[src/rtl/barrel_thread_scheduler.sv]
// Per-thread PC table and round-robin issue scheduler for a barrel-threaded core.
// A thread is issued to fetch, stays busy until its writeback returns the next PC,
// and may be re-issued in the writeback cycle itself via the bypass path.
module barrel_thread_scheduler #(
  parameter int unsigned          NUM_THREADS  = 16,
  parameter int unsigned          PC_WIDTH     = 12,
  parameter logic [PC_WIDTH-1:0]  STARTUP_ADDR = '0,
  localparam int unsigned         TID_W        = $clog2(NUM_THREADS)
) (
  input  logic                   clk,
  input  logic                   reset,
  input  logic [NUM_THREADS-1:0] i_thread_en,
  input  logic                   i_stall,
  input  logic                   i_wb_valid,
  input  logic [TID_W-1:0]       i_wb_tid,
  input  logic [PC_WIDTH-1:0]    i_wb_next_pc,
  input  logic                   i_wb_halt,
  output logic                   o_issue_valid,
  output logic [TID_W-1:0]       o_issue_tid,
  output logic [PC_WIDTH-1:0]    o_issue_pc,
  output logic [NUM_THREADS-1:0] o_busy,
  output logic [NUM_THREADS-1:0] o_halted
);

  logic [PC_WIDTH-1:0]    pc_q [NUM_THREADS];
  logic [TID_W-1:0]       rr_q;

  logic                   wb_ok_c;
  logic [NUM_THREADS-1:0] bypass_c;
  logic [NUM_THREADS-1:0] elig_c;
  logic                   found_c;
  logic [TID_W-1:0]       sel_c;
  logic [PC_WIDTH-1:0]    sel_pc_c;
  logic                   issue_c;

  // Writeback acceptance (stale writebacks to idle threads are dropped) and eligibility
  always_comb begin
    wb_ok_c  = i_wb_valid & o_busy[i_wb_tid];
    bypass_c = '0;
    if (wb_ok_c && !i_wb_halt) begin
      bypass_c[i_wb_tid] = 1'b1;
    end
    elig_c = i_thread_en & ~o_halted & (~o_busy | bypass_c);
  end

  // Round-robin pick: first eligible tid strictly after the pointer, wrapping around
  always_comb begin
    logic [TID_W-1:0] cand;
    found_c = 1'b0;
    sel_c   = '0;
    cand    = '0;
    for (int unsigned k = 1; k <= NUM_THREADS; k++) begin
      cand = TID_W'(32'(rr_q) + k);
      if (!found_c && elig_c[cand]) begin
        found_c = 1'b1;
        sel_c   = cand;
      end
    end
    sel_pc_c = bypass_c[sel_c] ? i_wb_next_pc : pc_q[sel_c];
    issue_c  = found_c & ~i_stall;
  end

  // PC table: loaded from accepted writebacks only
  always_ff @(posedge clk or posedge reset) begin
    if (reset) begin
      for (int unsigned t = 0; t < NUM_THREADS; t++) begin
        pc_q[t] <= STARTUP_ADDR;
      end
    end else if (wb_ok_c) begin
      pc_q[i_wb_tid] <= i_wb_next_pc;
    end
  end

  // Busy/halt flags, RR pointer and registered issue outputs; issue wins over a same-tid clear
  always_ff @(posedge clk or posedge reset) begin
    if (reset) begin
      o_busy        <= '0;
      o_halted      <= '0;
      rr_q          <= TID_W'(NUM_THREADS - 1);
      o_issue_valid <= 1'b0;
      o_issue_tid   <= '0;
      o_issue_pc    <= '0;
    end else begin
      if (wb_ok_c) begin
        o_busy[i_wb_tid] <= 1'b0;
        if (i_wb_halt) begin
          o_halted[i_wb_tid] <= 1'b1;
        end
      end
      if (issue_c) begin
        o_busy[sel_c] <= 1'b1;
        rr_q          <= sel_c;
        o_issue_valid <= 1'b1;
        o_issue_tid   <= sel_c;
        o_issue_pc    <= sel_pc_c;
      end else begin
        o_issue_valid <= 1'b0;
      end
    end
  end

endmodule
[config.mk]
export PLATFORM = sky130hd
export DESIGN_NAME = barrel_thread_scheduler
export DESIGN_NICKNAME = d
export VERILOG_FILES = /design/src/rtl/barrel_thread_scheduler.sv
export SDC_FILE = /design/constraint.sdc
export NUM_CORES = 1
export LEC_CHECK = 0
export ABC_CLOCK_PERIOD_IN_PS = 11000
export CAP_MARGIN = 20
export CELL_PAD_IN_SITES_DETAIL_PLACEMENT = 0
export CELL_PAD_IN_SITES_GLOBAL_PLACEMENT = 1
export CORE_ASPECT_RATIO = 0.7
export CORE_MARGIN = 5
export CORE_UTILIZATION = 49
export CTS_CLUSTER_SIZE = 28
export DETAILED_ROUTE_END_ITERATION = 8
export HOLD_SLACK_MARGIN = 0.02
export PLACE_DENSITY = 0.81
export SYNTH_ARGS = -nofsm -noshare
export SYNTH_HDL_FRONTEND = slang
export SYNTH_SLANG_ARGS = --single-unit
export TNS_END_PERCENT = 5
[constraint.sdc]
create_clock -name clk -period 11 [get_ports clk]
set_input_delay 2.2 -clock clk [delete_from_list [all_inputs] [get_ports clk]]
set_output_delay 2.2 -clock clk [all_outputs]
set_load 0.02 [all_outputs]
==> flow_metrics.py <==
metrics = {
    "global_route": {
        "grt_pass1_vias": 11500,
        "met3_usage_pct": 7.08,
        "grt_usage_pct": 27.3,
        "grt_max_degree": 102,
        "busiest_layer": "met1",
        "grt.overflow.total": 0,
        "grt_pass1_wl_um": 71800,
        "met1_usage_pct": 42.6,
        "antenna_found_initial": 0,
        "grtUsageMet2_pct": 38.1,
    },
    "yosys": {
        "ys_warn_count": 0,
        "yosys_register_bits": 245,
        "synthFlopType": "dfrtp_1",
        "synth_area_per_cell_um2": 11.0,
        "synthCells": 1344,
        "ys_seq_area_share_pct": 41.4,
        "synth_edf_count": 0,
        "yosys.area.top_type_share_pct": 40.7,
        "synthTopCellsByArea": "dfrtp_1 (41%), mux2_2 (15%), mux2i_1 (7.1%)",
        "synth_cell_types": 104,
        "syn_area_um2": 14800,
        "async_flop_share_pct": 100,
        "synth.largest_area_cell": "dfrtp_1",
        "syn-num-nets": 1388,
    },
    "placement": {
        "dp_hpwl_um": 31800,
        "gp_congestion": 0.966,
        "port_buffers": 85,
        "place_worst_setup_slack_ps": 2370,
        "place_area_um2": 15900,
    },
    "worst_setup_path": {
        "crit_arrival_ps": 8610,
        "worstSetupEndpointType": "flop",
        "crit_top_cell": "and4b_1",
        "timing.critical_path.buf_inv": 1,
        "cp_top_family": "simple AND/OR/NAND/NOR gates",
        "critPathKind": "in -> reg",
        "critical_path.max_fanout": 32,
        "worst_ep_required_time_ps": 11380,
        "crit_slowest_cell": "clkdlybuf4s50_1",
        "critPathMaxStageDelay_ps": 920,
        "path_cells": "clkdlybuf4s50_1 > and4b_1 > a211oi_1 > nor4_2 > o2bb2ai_1 > nor2_1 > and4b_1 > a21boi_0 > o32ai_1 > a31oi_2 > nor2_4 > mux2_1 > a2111oi_0 > a2111o_1 > o221ai_1",
        "startpoint_type": "primary input",
    },
    "timing": {
        "skew_ps": 24.9,
        "fmax_mhz": 121,
        "hold_viol": 0,
        "finalCritPeriodShare_pct": 74.8,
        "rsz0062_at_grt": "false",
        "fin_ws_ps": 2770,
        "period_minus_slack_ps": 8230,
        "final_max_slew_viol_count": 0,
        "worst_pin_slew_ps": 1100,
        "setup_viol": 0,
        "relSlewSlack_pct": 26.2,
        "setup_tns_ps": 0,
    },
    "drt": {
        "num_vias": 11800,
        "drc": 0,
        "drt_wl_total_um": 47100,
        "ant_nets": 0,
        "wl_per_cell_um": 26.0,
        "first_iter_violations": 1294,
        "viasPerCell": 6.52,
        "first_pass_iters": 5,
    },
    "clock_network": {
        "cts_tree": "done",
        "cts_hold_buf": 0,
        "clkLatencyLatePin_ps": 540,
        "cts_buffer_depth": 3,
        "cts-root-buf": "clkbuf_16",
        "numCtsBuffers": 25,
        "h-tree-depth": 1,
        "cts_resized": 0,
        "clkTransAtPathRegs_ps": 60,
        "cts_sinks": 245,
        "cts_setup_buffers": 0,
    },
    "cells_and_area": {
        "utilization_pct": 56.0,
        "syn2layout_area_growth_pct": 13.0,
        "n_antenna_cell": 0,
        "nets": 1427,
        "drive_above_1_share_pct": 24.4,
        "finalInstanceArea_um2": 16800,
    },
    "worst_hold_path": {
        "hold_path_class": "reg -> reg",
    },
    "floorplan": {
        "die_area_um2": 33900,
        "num_rows": 53,
        "core_um2": 29900,
        "die_x_um": 218,
        "initial_core_util_pct": 49.6,
        "pin_count": 86,
        "die_h_um": 156,
    },
    "run": {
        "maxCapViolations": 0,
    },
    "run_status": {
        "status": "finished clean",
    },
}
==> routing by layer <==
metal	part of all wire, %	vias up	wire, um
li1	-	5211	-
met1	47	5946	22300
met2	40	571	19000
met3	9.8	89	4610
met4	2.5	0	1160
met5	0	-	0
==> logic make-up (layout without fill, tap and decap cells) <==
logic type                 after synthesis  in the layout  synth area share, %
xor gates and xnor gates                16             16                0.996
DFF                                    245            245                 41.4
muxes                                  313            313                 23.8
adders and majority gates                7              7                0.591
and+or+nand+nor                        292            292                 11.2
buffers and inverters                  119            175                 3.87
AOI/OAI and AO/OA                      352            352                 18.1
==> path summary, 6_finish.rpt <==
path,startpoint,cells past startpoint,to,slack [ps]
worst max register to register,rr_q[1],16,o_issue_pc[3],3140
worst min-delay path,pc_q[147],2,pc_q[147],480
max in group asynchronous,reset,4,rr_q[0],7530
min in group asynchronous,reset,2,pc_q[157],2180
worst min register to register,pc_q[147],2,pc_q[147],480
worst max-delay path,i_wb_halt,15,o_issue_pc[3],2770
==> area by class of cell <==
class                      count  area (um^2)
fill                        2576        13200
clock inverter                10          116
tap                          412          515
clock buffer                  34          689
timing repair buffer         109         1060
multi-input combinational    980         8150
inverter                      22         90.1
sequential                   245         6140
==> state kept, by name (all words and copies together), names as in the netlist <==
register and count:
o_issue_valid 1, o_issue_pc 12, rr_q 4, o_halted 16
o_busy 16, pc_q 192, o_issue_tid 4
==> cell usage after synthesis, types with 20 or more instances <==
cell,number
dfrtp_1,241
mux2_2,193
mux2i_1,105
nand2_1,93
o21ai_0,58
clkbuf_1,56
nor2_1,50
a21oi_1,44
a211oi_1,27
a31o_2,21
buf_2,21
inv_1,20
nor3_1,20
==> cells in the final DEF, fill, tap and decap left out, drive strengths merged, types with 23 or more instances in the layout <==
cell and instances:
inv 23, dfrtp 241, clkdlybuf4s50 85, mux2i 105
buf 24, a211oi 29, nand2 94, clkbuf 34
o21ai 65, a21oi 45, mux2 196, nor2 51
==> through the flow <==
step | hold slack (ps) | std cells
6_report | 481 | 1812
5_1_grt | 500 | 1812
4_1_cts | 483 | 1811
3_5_place_dp | 469 | 1767
3_3_place_gp | 457 | 1767
2_1_floorplan | 443 | 1344
==> tightest hold or removal path, cell delays in order, from the launching register on <==
cell and delay [ps]:
dfrtp_1 340, nand2_1 50, o21ai_0 60
Power is not shown: default switching activity piles up to over one toggle a cycle in this logic, so the estimate is an artifact.
==> edit 1: new RTL, same settings <==
Make the reset (`reset`) synchronous in 2 clocked blocks.
--- a/src/rtl/barrel_thread_scheduler.sv
+++ b/src/rtl/barrel_thread_scheduler.sv
@@ -61,7 +61,7 @@
   end
 
   // PC table: loaded from accepted writebacks only
-  always_ff @(posedge clk or posedge reset) begin
+  always_ff @(posedge clk) begin
     if (reset) begin
       for (int unsigned t = 0; t < NUM_THREADS; t++) begin
         pc_q[t] <= STARTUP_ADDR;
@@ -72,7 +72,7 @@
   end
 
   // Busy/halt flags, RR pointer and registered issue outputs; issue wins over a same-tid clear
-  always_ff @(posedge clk or posedge reset) begin
+  always_ff @(posedge clk) begin
     if (reset) begin
       o_busy        <= '0;
       o_halted      <= '0;
Formal check against the unedited RTL: not equivalent (Yosys sat finds a counterexample within 4 cycles, from zero or initial values and one cycle with reset high; the reset may be asserted at any time).
==> edit 1 against the unedited design <==
Setup slack worse by 0.074 ns; area after synthesis is 3.2% higher; first-iteration DRC count is 27% higher; non-clock buffer count is 15 higher; design area is 2.2% higher; sequential cell count stayed put; routed wire length is 17% higher; global-route usage is 3.3 points higher; critical endpoint is now o_issue_pc[11].
Power is not shown: default switching activity piles up to over one toggle a cycle in this logic, so the estimate is an artifact.
==> edit 1: results (changes against the unedited design) <==
set qor(synth-async-reset-ratio) 0 ;# -1.00
set qor(grt_pass1_wl_um) 81400 ;# +13%
set qor(timing.critical_path.slowest_stage_cell) {a311oi_1}
set qor(worst_skew_pair_later_pin_latency_ns) 0.53
set qor(clock_cell_area_share) 0.0433 ;# -0.00482
set qor(cts_made_buffers) 22 ;# -12%
set qor(wl_um) 55300 ;# +17%
set qor(status) {completed}
set qor(layout_worst_path_cycle_share) 0.755 ;# +0.00676
set qor(final.fill_count) 2680 ;# +4.0%
set qor(syn_nets) 1527 ;# +10%
set qor(top_layer_used) {met5}
set qor(grt_usage) 0.306 ;# +0.0327
set qor(clock_skew_ns) 0.0166 ;# -0.00831 ns
set qor(synth_cell_types) 113 ;# +8.7%
set qor(number_of_antenna_violations_at_the_first_check_in_global_routing) 5 ;# +5
set qor(global_route.usage.met3) 0.125 ;# +0.0541
set qor(nonClockInverterCount) 10 ;# -55%
set qor(reg2regPathDepth) 21 ;# +5
set qor(critPathMaxFanout) 40 ;# +25%
set qor(instances_no_fill) 1937 ;# +6.9%
set qor(synth.top_cells.by_area) {edfxtp_1 38%, and3_1 7.8%, dfxtp_1 6.9%, mux2i_1 6.6%, clkbuf_1 2.3%}
set qor(flow.area_growth_from_synthesis_pct) 11.9
set qor(critical_path.top_delay_family) {compound AO/OA/AOI/OAI gates}
set qor(postSynthAreaPerCell_sq_um) 10.3 ;# -6.4%
set qor(dp_worst_setup_slack_ns) 2.39 ;# +0.0131 ns
set qor(synth_seq_area_share) 0.446 ;# +0.0321
set qor(crit_arrival_ns) 8.71 ;# +0.10 ns
set qor(vias) 13100 ;# +11%
set qor(grt.met2_usage) 0.404 ;# +0.0234
set qor(post_dp_cell_area_sq_um) 16400 ;# +2.9%
set qor(netlist_area_sq_um) 15300 ;# +3.2%
set qor(buf_share) 0.0669 ;# +0.00348
set qor(multi_input_comb_cells) 1098 ;# +12%
set qor(hpwl_um) 40100 ;# +26%
set qor(layout_cell_share_with_drive_strength_beyond_1) 0.116 ;# -0.128
set qor(wl_met3_um) 8320 ;# +80%
set qor(worst_r2r_endpoint) {o_issue_pc[11]}
set qor(met2WireLength_um) 21400 ;# +13%
set qor(gp_congestion) 1.03 ;# +6.1%
set qor(nNetsFinal) 1545 ;# +8.3%
set qor(buffer_count_excluding_the_clock_tree_in_the_final_layout) 124 ;# +14%
set qor(fraction_of_area_in_multi_input_gates) 0.458 ;# -0.0280
set qor(synthTopCellsByCount) {192 x edfxtp_1, 190 x and3_1, 101 x mux2i_1}
set qor(timing.critical_path.slowest_cell_delay_ns) 0.99 ;# +0.07 ns
set qor(synth_edf_count) 192 ;# +192
set qor(ff2ff_setup_slack_ns) 3.23 ;# +0.09 ns
set qor(synth-xor-area-share) 0.00965 ;# -0.000313
set qor(detailedRoute.firstIterationViolations) 1643 ;# +27%
set qor(worst_r2r_startpoint) {rr_q[0]}
set qor(global_route.usage.met1) 0.476 ;# +0.0505
set qor(firstDrtPassIters) 6 ;# +1
set qor(maxSlewHeadroom) 0.191 ;# -0.0708
set qor(n_clock_buffer) 31 ;# -8.8%
## edit 1: cell types whose count changed after synthesis, sizes merged, moves of 14 or more
| cell | before | now |
|---|---|---|
| dfrtp | 241 | 0 |
| edfxtp | 0 | 192 |
| and3 | 8 | 192 |
| mux2 | 196 | 37 |
| dfxtp | 0 | 53 |
| nor2 | 51 | 94 |
| clkbuf | 56 | 93 |
| a21oi | 45 | 69 |
| o21ai | 65 | 41 |
| and2 | 10 | 33 |
| a31o | 22 | 2 |
| nand2b | 14 | 29 |
| a221o | 1 | 15 |
| a2bb2oi | 3 | 17 |
## edit 1: worst min-delay path by stage
stage / depth (start not counted) / to / slack (ns) / startpoint
6_report: 2 / o_issue_tid[1] / 0.46 / o_issue_tid[1]
5_1_grt: 2 / o_issue_tid[2] / 0.51 / o_issue_tid[2]
4_1_cts: 2 / o_issue_tid[2] / 0.47 / o_issue_tid[2]
3_5_place_dp: 2 / o_issue_tid[2] / 0.46 / o_issue_tid[2]
3_3_place_gp: 2 / o_issue_tid[2] / 0.45 / o_issue_tid[2]
2_1_floorplan: 2 / o_issue_tid[1] / 0.53 / o_issue_tid[1]
## edit 1: worst reg2reg max path, cell delays in order (launching register included)
cell and delay, ns:
dfxtp_1 0.31, buf_4 0.41, inv_1 0.10, buf_4 0.25, ha_1 0.64, nor2_1 0.66
inv_1 0.31, a2111oi_0 1.02, a2111oi_0 0.32, nand3_1 0.18, o31ai_1 0.08, buf_4 0.20
or2_2 0.31, a221oi_1 0.27, nor4_1 0.07, o32ai_1 0.66, and2_1 0.23, buf_4 0.39
nand2_1 0.44, a21oi_1 0.43, a211oi_2 0.09, a221o_1 0.30
==> edit 2: new RTL, config.mk and constraints unchanged <==
Without the edit above. The parameter `PC_WIDTH` goes from 12 to 24.
--- a/src/rtl/barrel_thread_scheduler.sv
+++ b/src/rtl/barrel_thread_scheduler.sv
@@ -3,7 +3,7 @@
 // and may be re-issued in the writeback cycle itself via the bypass path.
 module barrel_thread_scheduler #(
   parameter int unsigned          NUM_THREADS  = 16,
-  parameter int unsigned          PC_WIDTH     = 12,
+  parameter int unsigned          PC_WIDTH     = 24,
   parameter logic [PC_WIDTH-1:0]  STARTUP_ADDR = '0,
   localparam int unsigned         TID_W        = $clog2(NUM_THREADS)
 ) (
Interface: changed (resized i_wb_next_pc and o_issue_pc); port bits go from 86 to 110. The function was not compared with the original's and may differ.
==> edit 2 against the unedited design <==
Routed wire length rose by 54%; maximum frequency is 6.1% lower; utilization grew 0.56 points; hold slack improved by 0.015 ns; via count rose by 52%; setup slack got worse by 0.54 ns; sequential cell count up 204; design area rose by 58%; first-iteration DRC count increased by 63%; area after synthesis rose by 57%; critical endpoint is now o_issue_pc[0].
Power is not shown: default switching activity piles up to over one toggle a cycle in this logic, so the estimate is an artifact.
==> edit 2: results (changes against the unedited design) <==
set qor(synth_cell_types) 90 ;# -13%
set qor(postCtsResizedCells) 0 ;# unchanged
set qor(grt_max_degree) 143 ;# +40%
set qor(synthTopCellsByCount) {445 x dfrtp_1, 414 x mux2_2, 251 x nand2_1}
set qor(global_route.usage.met3) 0.0595 ;# -0.0113
set qor(post-place-cells) 2668 ;# +51%
set qor(io_buffers) 109 ;# +28%
set qor(worst_skew_pair_later_pin_latency_ns) 0.57 ;# +0.03 ns
set qor(timing.critical_path.slowest_stage_cell) {o41ai_1}
set qor(gp_congestion) 0.981 ;# +1.5%
set qor(root_buffer) {clkbuf_16}
set qor(critical_path.top_delay_family) {compound AO/OA/AOI/OAI gates}
set qor(timing.critical_path.slowest_cell_delay_ns) 0.97 ;# +0.05 ns
set qor(reg2regPathDepth) 18 ;# +2
set qor(n_antenna_cell) 0 ;# unchanged
set qor(syn_nets) 2142 ;# +54%
set qor(cts_made_buffers) 45 ;# +80%
set qor(grt.met2_usage) 0.408 ;# +0.0271
set qor(cts_clk_pin_slew_worst_paths_ns) 0.06 ;# about the same
set qor(hpwl_um) 42700 ;# +34%
set qor(synth.top_cells.by_area) {dfrtp_1 48%, mux2_2 20%, nand2_1 4.0%, a21oi_1 3.7%, a221o_1 3.2%}
set qor(htreeDepth) 2 ;# +1
set qor(layout_cell_share_with_drive_strength_beyond_1) 0.274 ;# +0.0295
set qor(firstDrtPassIters) 6 ;# +1
set qor(wl_um) 72400 ;# +54%
set qor(critPathMaxFanout) 65 ;# +100%
set qor(nNetsFinal) 2161 ;# +51%
set qor(maxSlewHeadroom) 0.205 ;# -0.0567
set qor(clock_skew_ns) 0.0271 ;# +0.00222 ns
set qor(worstHoldPathCells) 1 ;# -1
set qor(status) {completed}
set qor(crit_arrival_ns) 9.22 ;# +0.61 ns
set qor(vias_per_cell) 6.53 ;# about the same
set qor(post-synth-top-area-fraction) 0.477 ;# +0.0705
set qor(number_of_antenna_violations_at_the_first_check_in_global_routing) 2 ;# +2
set qor(postSynthAreaPerCell_sq_um) 11.2 ;# +1.4%
set qor(grt_usage) 0.275 ;# +0.00156
set qor(worst_hold_path_type) {register to register}
set qor(vias) 18000 ;# +52%
set qor(global_route.usage.met1) 0.413 ;# -0.0128
set qor(reg.largest.list) {pc_q: 384 flops, o_issue_pc: 24 flops}
set qor(grt_pass1_wl_um) 111000 ;# +55%
set qor(final.fill_count) 3899 ;# +51%
set qor(synth_seq_area_share) 0.482 ;# +0.0679
set qor(detailedRoute.firstIterationViolations) 2112 ;# +63%
-- edit 2: layout make-up --
cell class / count / area [sq um] / area share
multi-input combinational: 1442 / 11400 / 0.431
sequential: 449 / 11200 / 0.425
clock buffer: 73 / 1430 / 0.0542
timing repair buffer: 144 / 1420 / 0.0535
tap: 612 / 766 / 0.0289
clock inverter: 9 / 100 / 0.00378
inverter: 23 / 90.1 / 0.00341
-- edit 2: cell families (layout without fill, tap and decap cells) --
logic type	count (synthesis)	after routing	share of synthesized area
buffers and inverters	195	249	0.0338
flip-flops	449	449	0.482
AO/OA/AOI/OAI	497	497	0.150
multiplexers	450	450	0.225
XOR/XNOR	14	14	0.00526
adder cells (fa/ha/maj)	7	7	0.00375
AND/OR/NAND/NOR	474	474	0.101
-- edit 2: worst register-to-register path, stage by stage, from the launching register on --
cell,delay [ns]
dfstp_2,0.90
inv_2,0.30
ha_1,0.36
buf_4,0.24
inv_1,0.30
nand2_1,0.19
nor3_1,0.07
nor4_1,0.93
o211ai_1,0.42
nand2b_1,0.30
a21oi_1,0.12
o21a_1,0.22
o41ai_1,0.97
and2_4,0.71
buf_4,0.79
o221ai_1,0.31
o211ai_1,0.16
nand4_1,0.11
a21o_1,0.16
-- edit 2: path summary, 6_finish.rpt --
kind	from	to	slack, ns
min reg2reg	pc_q[132]	pc_q[132]	0.50
max in group asynchronous	reset	pc_q[169]	6.54
min	pc_q[132]	pc_q[132]	0.50
min in group asynchronous	reset	pc_q[291]	2.18
max reg2reg	rr_q[1]	o_issue_pc[0]	3.32
max	i_wb_tid[0]	o_issue_pc[0]	2.23
-- edit 2: through the flow --
stage | area [sq um] | worst slack (ns) | hold slack (ns) | utilization
finish | 26500 | 2.23 | 0.496 | 0.566
floorplan | 23300 | 2.73 | 0.472 | -
global route | 26500 | 1.89 | 0.507 | 0.566
CTS | 26400 | 2.16 | 0.501 | 0.566
global placement | 24900 | 1.81 | 0.473 | 0.532
detailed placement | 24900 | 1.61 | 0.487 | 0.533
-- edit 2: routing by layer --
layer,vias to the layer above,wire [um]
met5,-,34
met4,4,1740
met3,136,6080
met2,761,31200
met1,9267,33300
li1,7789,-
